==> config.mk <==
export PLATFORM = sky130hd
export DESIGN_NAME = multicycle_control_flat
export DESIGN_NICKNAME = d
export VERILOG_FILES = /design/src/rtl/multicycle_pkg.sv /design/src/rtl/multicycle_control_if.sv /design/src/rtl/alu_decoder.sv /design/src/rtl/multicycle_control.sv /design/src/flat_wrapper.sv
export SDC_FILE = /design/constraint.sdc
export NUM_CORES = 1
export LEC_CHECK = 0
export ABC_AREA = 1
export CAP_MARGIN = 20
export CORE_ASPECT_RATIO = 0.8
export CORE_MARGIN = 5
export CORE_UTILIZATION = 40
export DETAILED_ROUTE_END_ITERATION = 8
export PLACE_DENSITY = 0.79
export SYNTH_ARGS = -nofsm -noshare
export SYNTH_HDL_FRONTEND = slang
export SYNTH_SLANG_ARGS = --single-unit
==> constraint.sdc <==
create_clock -name clock -period 2.3 [get_ports clock]
set_input_delay 0.69 -clock clock [delete_from_list [all_inputs] [get_ports clock]]
set_output_delay 0.69 -clock clock [all_outputs]
set_load 0.005 [all_outputs]
==> src/rtl/multicycle_pkg.sv <==
// Shared types and encodings for the multicycle MIPS control unit:
// FSM state codes, opcode/funct values, ALU operation codes and datapath mux selects.
package multicycle_pkg;

   typedef enum logic [3:0] {
      StFetch  = 4'd0,
      StDecode = 4'd1,
      StMemAdr = 4'd2,
      StMemRd  = 4'd3,
      StMemWb  = 4'd4,
      StMemWr  = 4'd5,
      StExec   = 4'd6,
      StAluWb  = 4'd7,
      StBranch = 4'd8,
      StAddiEx = 4'd9,
      StAddiWb = 4'd10,
      StJump   = 4'd11,
      StJal    = 4'd12,
      StJr     = 4'd13
   } state_t;

   localparam logic [5:0] OP_RTYPE = 6'b000000;
   localparam logic [5:0] OP_LW    = 6'b100011;
   localparam logic [5:0] OP_SW    = 6'b101011;
   localparam logic [5:0] OP_BEQ   = 6'b000100;
   localparam logic [5:0] OP_BNE   = 6'b000101;
   localparam logic [5:0] OP_ADDI  = 6'b001000;
   localparam logic [5:0] OP_J     = 6'b000010;
   localparam logic [5:0] OP_JAL   = 6'b000011;

   localparam logic [5:0] FN_ADD = 6'b100000;
   localparam logic [5:0] FN_SUB = 6'b100010;
   localparam logic [5:0] FN_AND = 6'b100100;
   localparam logic [5:0] FN_OR  = 6'b100101;
   localparam logic [5:0] FN_SLT = 6'b101010;
   localparam logic [5:0] FN_JR  = 6'b001000;

   localparam logic [4:0] ALU_ADD = 5'b00010;
   localparam logic [4:0] ALU_SUB = 5'b00110;
   localparam logic [4:0] ALU_AND = 5'b00000;
   localparam logic [4:0] ALU_OR  = 5'b00001;
   localparam logic [4:0] ALU_SLT = 5'b00111;

   localparam logic [1:0] ALUOP_ADD   = 2'b00;
   localparam logic [1:0] ALUOP_SUB   = 2'b01;
   localparam logic [1:0] ALUOP_FUNCT = 2'b10;

   localparam logic [1:0] REGDST_RT = 2'b00;
   localparam logic [1:0] REGDST_RD = 2'b01;
   localparam logic [1:0] REGDST_RA = 2'b10;

   localparam logic [1:0] MEMTOREG_ALUOUT = 2'b00;
   localparam logic [1:0] MEMTOREG_MDR    = 2'b01;
   localparam logic [1:0] MEMTOREG_PC     = 2'b10;

   localparam logic       SRCA_PC = 1'b0;
   localparam logic       SRCA_A  = 1'b1;

   localparam logic [1:0] SRCB_B      = 2'b00;
   localparam logic [1:0] SRCB_FOUR   = 2'b01;
   localparam logic [1:0] SRCB_IMM    = 2'b10;
   localparam logic [1:0] SRCB_IMM_SH = 2'b11;

   localparam logic [1:0] PCSRC_ALU    = 2'b00;
   localparam logic [1:0] PCSRC_ALUOUT = 2'b01;
   localparam logic [1:0] PCSRC_JUMP   = 2'b10;
   localparam logic [1:0] PCSRC_REG    = 2'b11;

endpackage

==> src/rtl/multicycle_control_if.sv <==
// Control bundle between the multicycle FSM (master) and the datapath (slave):
// IR fields and ALU zero flag in, every mux select and write enable out.
interface multicycle_control_if #(
   parameter int unsigned STATE_W = 4,
   parameter int unsigned ALU_W   = 5
) ();

   logic [5:0]         opcode;
   logic [5:0]         funct;
   logic               zero;

   logic               pcWrite;
   logic               iOrD;
   logic               irWrite;
   logic               memWrite;
   logic               regWriteEnable;
   logic [1:0]         regDst;
   logic [1:0]         memToReg;
   logic               aluSrcA;
   logic [1:0]         aluSrcB;
   logic [1:0]         pcSrc;
   logic [ALU_W-1:0]   aluControl;
   logic [STATE_W-1:0] state;
   logic               illegalOp;

   modport master (
      input  opcode, funct, zero,
      output pcWrite, iOrD, irWrite, memWrite, regWriteEnable, regDst, memToReg,
             aluSrcA, aluSrcB, pcSrc, aluControl, state, illegalOp
   );

   modport slave (
      output opcode, funct, zero,
      input  pcWrite, iOrD, irWrite, memWrite, regWriteEnable, regDst, memToReg,
             aluSrcA, aluSrcB, pcSrc, aluControl, state, illegalOp
   );

endinterface

==> src/rtl/alu_decoder.sv <==
// Maps the FSM's ALU request (add / sub / by-funct) onto the datapath ALU code and
// flags funct values that are not a supported ALU operation.
module alu_decoder
   import multicycle_pkg::*;
#(
   parameter int unsigned ALU_W = 5
) (
   input  logic [1:0]       alu_op,
   input  logic [5:0]       funct,
   output logic [ALU_W-1:0] alu_control,
   output logic             funct_illegal
);

   logic [4:0] funct_code;
   logic [4:0] code;

   // jr is not an ALU operation, so it reads as illegal here; the FSM checks it first.
   always_comb begin
      funct_code    = ALU_ADD;
      funct_illegal = 1'b0;
      case (funct)
         FN_ADD:  funct_code = ALU_ADD;
         FN_SUB:  funct_code = ALU_SUB;
         FN_AND:  funct_code = ALU_AND;
         FN_OR:   funct_code = ALU_OR;
         FN_SLT:  funct_code = ALU_SLT;
         default: funct_illegal = 1'b1;
      endcase
   end

   always_comb begin
      case (alu_op)
         ALUOP_SUB:   code = ALU_SUB;
         ALUOP_FUNCT: code = funct_code;
         default:     code = ALU_ADD;
      endcase
   end

   assign alu_control = ALU_W'(code);

endmodule

==> src/rtl/multicycle_control.sv <==
// Moore FSM sequencing the multicycle MIPS datapath; pcWrite in BRANCH is the only
// output that also depends on the ALU zero flag.
module multicycle_control
   import multicycle_pkg::*;
#(
   parameter int unsigned STATE_W = 4,
   parameter int unsigned ALU_W   = 5
) (
   input logic                 clock,
   input logic                 reset,
   multicycle_control_if.master bus
);

   logic [3:0]       state_q;
   logic [3:0]       state_d;
   logic [1:0]       alu_op;
   logic             alu_en;
   logic [ALU_W-1:0] alu_ctrl;
   logic             funct_bad;

   alu_decoder #(
      .ALU_W(ALU_W)
   ) u_alu_decoder (
      .alu_op       (alu_op),
      .funct        (bus.funct),
      .alu_control  (alu_ctrl),
      .funct_illegal(funct_bad)
   );

   always_ff @(posedge clock) begin
      if (reset) begin
         state_q <= StFetch;
      end else begin
         state_q <= state_d;
      end
   end

   // ALU request per state; states that leave the ALU idle drive code 0.
   always_comb begin
      alu_op = ALUOP_ADD;
      alu_en = 1'b0;
      case (state_q)
         StDecode, StMemAdr, StAddiEx: alu_en = 1'b1;
         StExec: begin
            alu_en = 1'b1;
            alu_op = ALUOP_FUNCT;
         end
         StBranch: begin
            alu_en = 1'b1;
            alu_op = ALUOP_SUB;
         end
         StMemRd, StMemWb, StMemWr, StAluWb, StAddiWb, StJump, StJal, StJr: alu_en = 1'b0;
         default: alu_en = 1'b1;
      endcase
   end

   assign bus.aluControl = (reset || !alu_en) ? '0 : alu_ctrl;
   assign bus.state      = STATE_W'(state_q);

   always_comb begin
      state_d            = StFetch;
      bus.pcWrite        = 1'b0;
      bus.iOrD           = 1'b0;
      bus.irWrite        = 1'b0;
      bus.memWrite       = 1'b0;
      bus.regWriteEnable = 1'b0;
      bus.regDst         = REGDST_RT;
      bus.memToReg       = MEMTOREG_ALUOUT;
      bus.aluSrcA        = SRCA_PC;
      bus.aluSrcB        = SRCB_B;
      bus.pcSrc          = PCSRC_ALU;
      bus.illegalOp      = 1'b0;

      case (state_q)
         StDecode: begin
            // ALUOut captures the branch target while the opcode is decoded.
            bus.aluSrcA = SRCA_PC;
            bus.aluSrcB = SRCB_IMM_SH;
            case (bus.opcode)
               OP_LW, OP_SW:   state_d = StMemAdr;
               OP_BEQ, OP_BNE: state_d = StBranch;
               OP_ADDI:        state_d = StAddiEx;
               OP_J:           state_d = StJump;
               OP_JAL:         state_d = StJal;
               OP_RTYPE: begin
                  if (bus.funct == FN_JR) begin
                     state_d = StJr;
                  end else if (funct_bad) begin
                     bus.illegalOp = 1'b1;
                  end else begin
                     state_d = StExec;
                  end
               end
               default: bus.illegalOp = 1'b1;
            endcase
         end
         StMemAdr: begin
            bus.aluSrcA = SRCA_A;
            bus.aluSrcB = SRCB_IMM;
            state_d     = (bus.opcode == OP_SW) ? StMemWr : StMemRd;
         end
         StMemRd: begin
            bus.iOrD = 1'b1;
            state_d  = StMemWb;
         end
         StMemWb: begin
            bus.regDst         = REGDST_RT;
            bus.memToReg       = MEMTOREG_MDR;
            bus.regWriteEnable = 1'b1;
         end
         StMemWr: begin
            bus.iOrD     = 1'b1;
            bus.memWrite = 1'b1;
         end
         StExec: begin
            bus.aluSrcA = SRCA_A;
            bus.aluSrcB = SRCB_B;
            state_d     = StAluWb;
         end
         StAluWb: begin
            bus.regDst         = REGDST_RD;
            bus.memToReg       = MEMTOREG_ALUOUT;
            bus.regWriteEnable = 1'b1;
         end
         StBranch: begin
            bus.aluSrcA = SRCA_A;
            bus.aluSrcB = SRCB_B;
            bus.pcSrc   = PCSRC_ALUOUT;
            bus.pcWrite = (bus.opcode == OP_BNE) ? ~bus.zero : bus.zero;
         end
         StAddiEx: begin
            bus.aluSrcA = SRCA_A;
            bus.aluSrcB = SRCB_IMM;
            state_d     = StAddiWb;
         end
         StAddiWb: begin
            bus.regDst         = REGDST_RT;
            bus.memToReg       = MEMTOREG_ALUOUT;
            bus.regWriteEnable = 1'b1;
         end
         StJump: begin
            bus.pcSrc   = PCSRC_JUMP;
            bus.pcWrite = 1'b1;
         end
         StJal: begin
            // PC already holds PC+4 from FETCH, so it is the link value.
            bus.pcSrc          = PCSRC_JUMP;
            bus.pcWrite        = 1'b1;
            bus.regDst         = REGDST_RA;
            bus.memToReg       = MEMTOREG_PC;
            bus.regWriteEnable = 1'b1;
         end
         StJr: begin
            bus.pcSrc   = PCSRC_REG;
            bus.pcWrite = 1'b1;
         end
         default: begin
            // FETCH, and unused encodings behave exactly like FETCH.
            bus.iOrD    = 1'b0;
            bus.irWrite = 1'b1;
            bus.aluSrcA = SRCA_PC;
            bus.aluSrcB = SRCB_FOUR;
            bus.pcSrc   = PCSRC_ALU;
            bus.pcWrite = 1'b1;
            state_d     = StDecode;
         end
      endcase

      // Reset aborts any in-flight instruction without a write in that cycle.
      if (reset) begin
         bus.pcWrite        = 1'b0;
         bus.iOrD           = 1'b0;
         bus.irWrite        = 1'b0;
         bus.memWrite       = 1'b0;
         bus.regWriteEnable = 1'b0;
         bus.regDst         = '0;
         bus.memToReg       = '0;
         bus.aluSrcA        = 1'b0;
         bus.aluSrcB        = '0;
         bus.pcSrc          = '0;
         bus.illegalOp      = 1'b0;
      end
   end

endmodule

==> src/flat_wrapper.sv <==
// flat-port wrapper written by rule: the top's interface ports become plain ports
module multicycle_control_flat import multicycle_pkg::*;
#(
   parameter int unsigned STATE_W = 4,
   parameter int unsigned ALU_W   = 5
)
  (clock, reset, bus_opcode, bus_funct, bus_zero, bus_pcWrite, bus_iOrD, bus_irWrite, bus_memWrite, bus_regWriteEnable, bus_regDst, bus_memToReg, bus_aluSrcA, bus_aluSrcB, bus_pcSrc, bus_aluControl, bus_state, bus_illegalOp);
  multicycle_control_if #(.STATE_W(STATE_W), .ALU_W(ALU_W)) bus_i ();
  input logic clock;
  input logic reset;
  input wire logic [$bits(bus_i.opcode)-1:0] bus_opcode;
  input wire logic [$bits(bus_i.funct)-1:0] bus_funct;
  input wire logic [$bits(bus_i.zero)-1:0] bus_zero;
  output wire logic [$bits(bus_i.pcWrite)-1:0] bus_pcWrite;
  output wire logic [$bits(bus_i.iOrD)-1:0] bus_iOrD;
  output wire logic [$bits(bus_i.irWrite)-1:0] bus_irWrite;
  output wire logic [$bits(bus_i.memWrite)-1:0] bus_memWrite;
  output wire logic [$bits(bus_i.regWriteEnable)-1:0] bus_regWriteEnable;
  output wire logic [$bits(bus_i.regDst)-1:0] bus_regDst;
  output wire logic [$bits(bus_i.memToReg)-1:0] bus_memToReg;
  output wire logic [$bits(bus_i.aluSrcA)-1:0] bus_aluSrcA;
  output wire logic [$bits(bus_i.aluSrcB)-1:0] bus_aluSrcB;
  output wire logic [$bits(bus_i.pcSrc)-1:0] bus_pcSrc;
  output wire logic [$bits(bus_i.aluControl)-1:0] bus_aluControl;
  output wire logic [$bits(bus_i.state)-1:0] bus_state;
  output wire logic [$bits(bus_i.illegalOp)-1:0] bus_illegalOp;
  assign bus_i.opcode = bus_opcode;
  assign bus_i.funct = bus_funct;
  assign bus_i.zero = bus_zero;
  assign bus_pcWrite = bus_i.pcWrite;
  assign bus_iOrD = bus_i.iOrD;
  assign bus_irWrite = bus_i.irWrite;
  assign bus_memWrite = bus_i.memWrite;
  assign bus_regWriteEnable = bus_i.regWriteEnable;
  assign bus_regDst = bus_i.regDst;
  assign bus_memToReg = bus_i.memToReg;
  assign bus_aluSrcA = bus_i.aluSrcA;
  assign bus_aluSrcB = bus_i.aluSrcB;
  assign bus_pcSrc = bus_i.pcSrc;
  assign bus_aluControl = bus_i.aluControl;
  assign bus_state = bus_i.state;
  assign bus_illegalOp = bus_i.illegalOp;
  multicycle_control #(.STATE_W(STATE_W), .ALU_W(ALU_W)) u_core (.clock(clock), .reset(reset), .bus(bus_i));
endmodule
==> results of run 1 <==
## cell families after synthesis
group           count (synthesis)  share of synthesized area [%]
compound gates                 19                           14.6
simple gates                   94                           52.3
other cells                     1                          0.470
flops                           4                           10.0
buf+inv                        37                           18.3
xor+xnor                        1                           1.10
fa+ha+maj                       2                           3.13
## synth_stat cells, drive strengths merged, types with 2 or more instances
cell    n  area share (%)
nor3    6             4.4
nor2   43              22
ha      2             3.1
nand2  26              13
a31oi   2             1.6
o21ai   5             3.1
a21oi   8             5.5
buf     3             2.4
nand3  11             6.9
inv    33              16
nand4   7             5.5
dfxtp   4              10
## stage by stage
step                      TNS (ns)  std cells  instance area, um2
after floorplan                  0        159                 802
after detailed placement     -8.87        258                1490
after global placement       -8.46        258                1490
after CTS                   -0.226        282                1750
## repair_timing
action / 4_1_cts
pin swaps: 24
endpoints found under the setup margin: 18
resized for setup: 151
setup buffers: 21
==> flow_summary_export.csv, run 1 <==
group,metric,value,unit
floorplanning,die_y,50.0,um
synth,syn_area_per_cell,5.05,um2
global_route,grt_max_degree,10,
synth,synth_seq_cells,4,
floorplanning,start_util,42.2,%
place,dp_slack,-0.861,ns
floorplanning,ios,39,
synth,ys_seq_area_share,10.0,%
clock_tree,cts_buffers,3,
run_status,status,"aborted with a tool error",
synth,async_flop_share,0,%
sta,worst-ep-kind,"output port",
clock_tree,h-tree-depth,1,
clock_tree,cts_buffer_depth,2,
synth,syn_inst,158,
synth,syn_area,798,um2
synth,synth_edf_count,0,
place,portBuffers,36,
clock_tree,holdBufCountCts,0,
place,gp_congestion,0.916,
floorplanning,std_cell_rows,14,
synth,ys_warn_count,0,
run_status,stop_error,"[ERROR DPL-0038] Utilization greater than 100%, impossible to legalize",
synth,synth-main-ff-cell,"dfxtp_1",
clock_tree,root_buffer,"clkbuf_4",
synth,synth_cell_types,27,
sta,postGrtWorstEndpoint,"bus_pcWrite",
run_status,failed_stage,"global routing (5_1_grt)",
clock_tree,clock_sinks,4,
floorplanning,die_w,59.9,um
place,dp_hpwl,2510,um
==> inputs of run 2 (changes only) <==
- CORE_AREA: unset -> 5 5 66 68
- CORE_ASPECT_RATIO: 0.8 -> unset
- CORE_MARGIN: 5 -> unset
- CORE_UTILIZATION: 40 -> unset
- DIE_AREA: unset -> 0 0 71 73
- PLACE_DENSITY: 0.79 -> unset
- PLACE_DENSITY_LB_ADDON: unset -> 0.15
==> flow_summary_export.csv, run 2 <==
group,metric,value,unit
synth,synth_simple_gate_area_share,52.4,%
global_route,grt_max_degree,9,
detailed_routing,drt-initial-drc-count,47,
power,power_density,212,mW/mm2
finish,mostFrequentLayoutCell,"buf_4",
power,switchingPower,125,uW
clock_tree,cts_tree,"yes",
synth,synthXorXnorAreaFrac,1.10,%
synth,synth-main-ff-cell,"dfxtp_1",
clock_tree,cts_buffers,3,
sta,fin_crit_sh,102,%
power,p_sw_share,31.2,%
detailed_routing,dr_total_vias,1317,
floorplanning,die_y,73,um
power,p_seq_share,18.4,%
synth,async_flop_share,0,%
synth,netlist.area_leader.share,18.8,%
detailed_routing,dr.pass1.iters,4,
global_route,grt_overflow_total,0,
worst_setup_path,cp_num_buf_inv,6,
clock_tree,cts.clk_slew.worst_paths,0.03,ns
place,gp_congestion,0.909,
clock_tree,cts_buffer_depth,2,
finish,fin_nets,275,
sta,finClkSkew,0.000357,ns
sta,slew_violations,0,
synth,ys_top_cells_by_count,"nor2_1 (40), inv_1 (29), nand2_1 (24), nand3_1 (11)",
floorplanning,start_util,21.0,%
power,ir_worst_vdd,0.000174,V
clock_tree,root_buffer,"clkbuf_8",
worst_setup_path,criticalPathCategory,"register to output port",
synth,syn_inst,158,
sta,max_freq,0.427,GHz
clock_tree,clock_sinks,4,
synth,ys_seq_area_share,10.0,%
sta,setup_violations,2,
detailed_routing,wire_per_inst,10.9,um
clock_tree,clkLatencyLatePin,0.21,ns
power,leakagePower,0.000953,uW
finish,fill_cells,404,
flow_run,maxCapViolCount,0,
synth,synth_top_area_cell,"nor2_1",
finish,largest_reg_flops,4,
synth,syn_area,798,um2
worst_setup_path,slowest_stage,"dfxtp_2",
worst_setup_path,worstPathCellList,"inv_2, nand2_2, nor2_4, buf_6, inv_1, ha_2, inv_2, o31ai_4, buf_4, nor2_4, a21boi_2, buf_2",
place,portBuffers,36,
synth,synth_top_family_by_area,"simple AND/OR/NAND/NOR gates",
worst_setup_path,cp_max_fo,2,
place,dp_hpwl,2690,um
worst_setup_path,endpoint_kind,"output port",
detailed_routing,vias_per_cell,4.30,
floorplanning,ios,39,
detailed_routing,ant_nets,0,
clock_tree,h-tree-depth,1,
synth,synth_compound_area_share,14.6,%
clock_tree,holdBufCountCts,0,
detailed_routing,wirelength,3340,um
run_status,violations,"negative setup slack",
finish,syn2layout_area_growth,136,%
sta,fin_ws,-0.0443,ns
global_route,grt_pass1_wl,5480,um
sta,hold_viol,0,
floorplanning,die-area,0.00518,mm2
finish,drive_gt1_share,59.4,%
worst_setup_path,timing.critical_path.max_delay_family,"buffers and inverters",
global_route,grt_usage,12.6,%
floorplanning,std_cell_rows,23,
worst_hold_path,min_path_type,"register to register",
synth,synth_edf_count,0,
synth,ys_warn_count,0,
worst_setup_path,critPathArrivalTime,1.65,ns
synth,synth.most_common_cell,"nor2_1",
detailed_routing,drc,0,
worst_setup_path,critPathLaunchType,"register",
synth,synth.mux.area_fraction,0,%
worst_setup_path,slowest_delay,0.31,ns
synth,synthAdderAreaFrac,3.13,%
floorplanning,core,0.00380,mm2
global_route,grt_pass1_vias,1315,
power,power.internal,274,uW
synth,syn_area_per_cell,5.05,um2
floorplanning,die_w,71,um
global_route,antenna_found_initial,0,
power,p_clk_share,35.4,%
sta,rsz0062_at_grt,"yes",
finish,n_antenna_cell,0,
finish,final_cell_mix,"buf_4 (59), nor2_1 (21), inv_1 (18)",
run_status,status,"complete, but fails checks",
synth,synthTopCellsByArea,"nor2_1 (19%), inv_1 (14%), nand2_1 (11%)",
synth,synth_cell_types,27,
synth,synth_seq_cells,4,
worst_setup_path,critPathRequiredTime,1.61,ns
power,power,399,uW
power,combPwrFrac,46.2,%
sta,layout_min_cycle_time,2.34,ns
sta,whs,0.819,ns
==> run 2: cell counts after synthesis <==
Identical to the previous run, type by type.
==> run 2: cell type report <==
type / instances / area, um2 / share of cell area, %
inverters: 33 / 129 / 6.84
repair buffers: 98 / 779 / 41.4
well taps: 50 / 62.6 / 3.32
multi-input cells: 118 / 781 / 41.5
flip-flops and latches: 4 / 90.1 / 4.78
clock buffers: 3 / 41.3 / 2.19
==> run 2: timing repair <==
item | CTS | global route
buffers inserted | 11 | 2
setup endpoints to repair | 18 | 10
pin swaps | 30 | 26
resized for setup | 154 | 29
==> run 2: per-stage QoR <==
step	instance area [um2]	instances	util, %	TNS (ns)	setup slack (ns)
floorplan	802	159	-	0	0.187
global placement	1570	290	41.3	-8.67	-0.830
detailed placement	1570	290	41.3	-9.11	-0.913
CTS	1810	304	47.6	-0.184	-0.0699
global route	1880	306	49.6	-0.422	-0.149
finish	1880	306	49.6	-0.0481	-0.0443
==> run 2: cell families after synthesis <==
| family | after synthesis |
|---|---|
| DFF | 4 |
| adders and majority gates | 2 |
| AOI/OAI and AO/OA | 19 |
| other | 1 |
| buffers and inverters | 37 |
| xor gates and xnor gates | 1 |
| and+or+nand+nor | 94 |
==> run 2: routing by layer <==
| metal | GRT usage, % | wire (um) | part of all wire (%) |
|---|---|---|---|
| met1 | 14.8 | 1420 | 42 |
| met2 | 24.0 | 1760 | 53 |
| met3 | 2.07 | 162 | 4.8 |
| met4 | 2.71 | 0 | 0 |
| met5 | 0 | 0 | 0 |
==> run 2: worst reg2reg max path, delay by kind of cell, from the launching register on <==
| kind | cells | cell delay [ns] |
|---|---|---|
| buffers and inverters | 4 | 0.40 |
| and+or+nand+nor | 3 | 0.35 |
| DFF | 1 | 0.35 |
| AOI/OAI and AO/OA | 2 | 0.26 |
==> run 2: worst paths after layout <==
check / start / to / slack, ns / cells after the start
worst max-delay path: u_core.bus.state[0] / bus_aluControl[1] / -0.04 / 12
worst min-delay path: u_core.bus.state[2] / u_core.bus.state[3] / 0.82 / 6
worst max register to register: u_core.bus.state[1] / u_core.bus.state[0] / 0.88 / 9
worst min register to register: u_core.bus.state[2] / u_core.bus.state[3] / 0.82 / 6
==> run 2: power groups by stage <==
stage / clock, uW / combinational, uW / sequential [uW]
2_1_floorplan: 0 / 59.3 / 77.2
3_3_place_gp: 0 / 159 / 75.5
3_5_place_dp: 0 / 161 / 75.6
4_1_cts: 147 / 179 / 73.9
5_1_grt: 154 / 201 / 73.6
6_report: 141 / 184 / 73.4
Power figures use the tool's default switching activity.
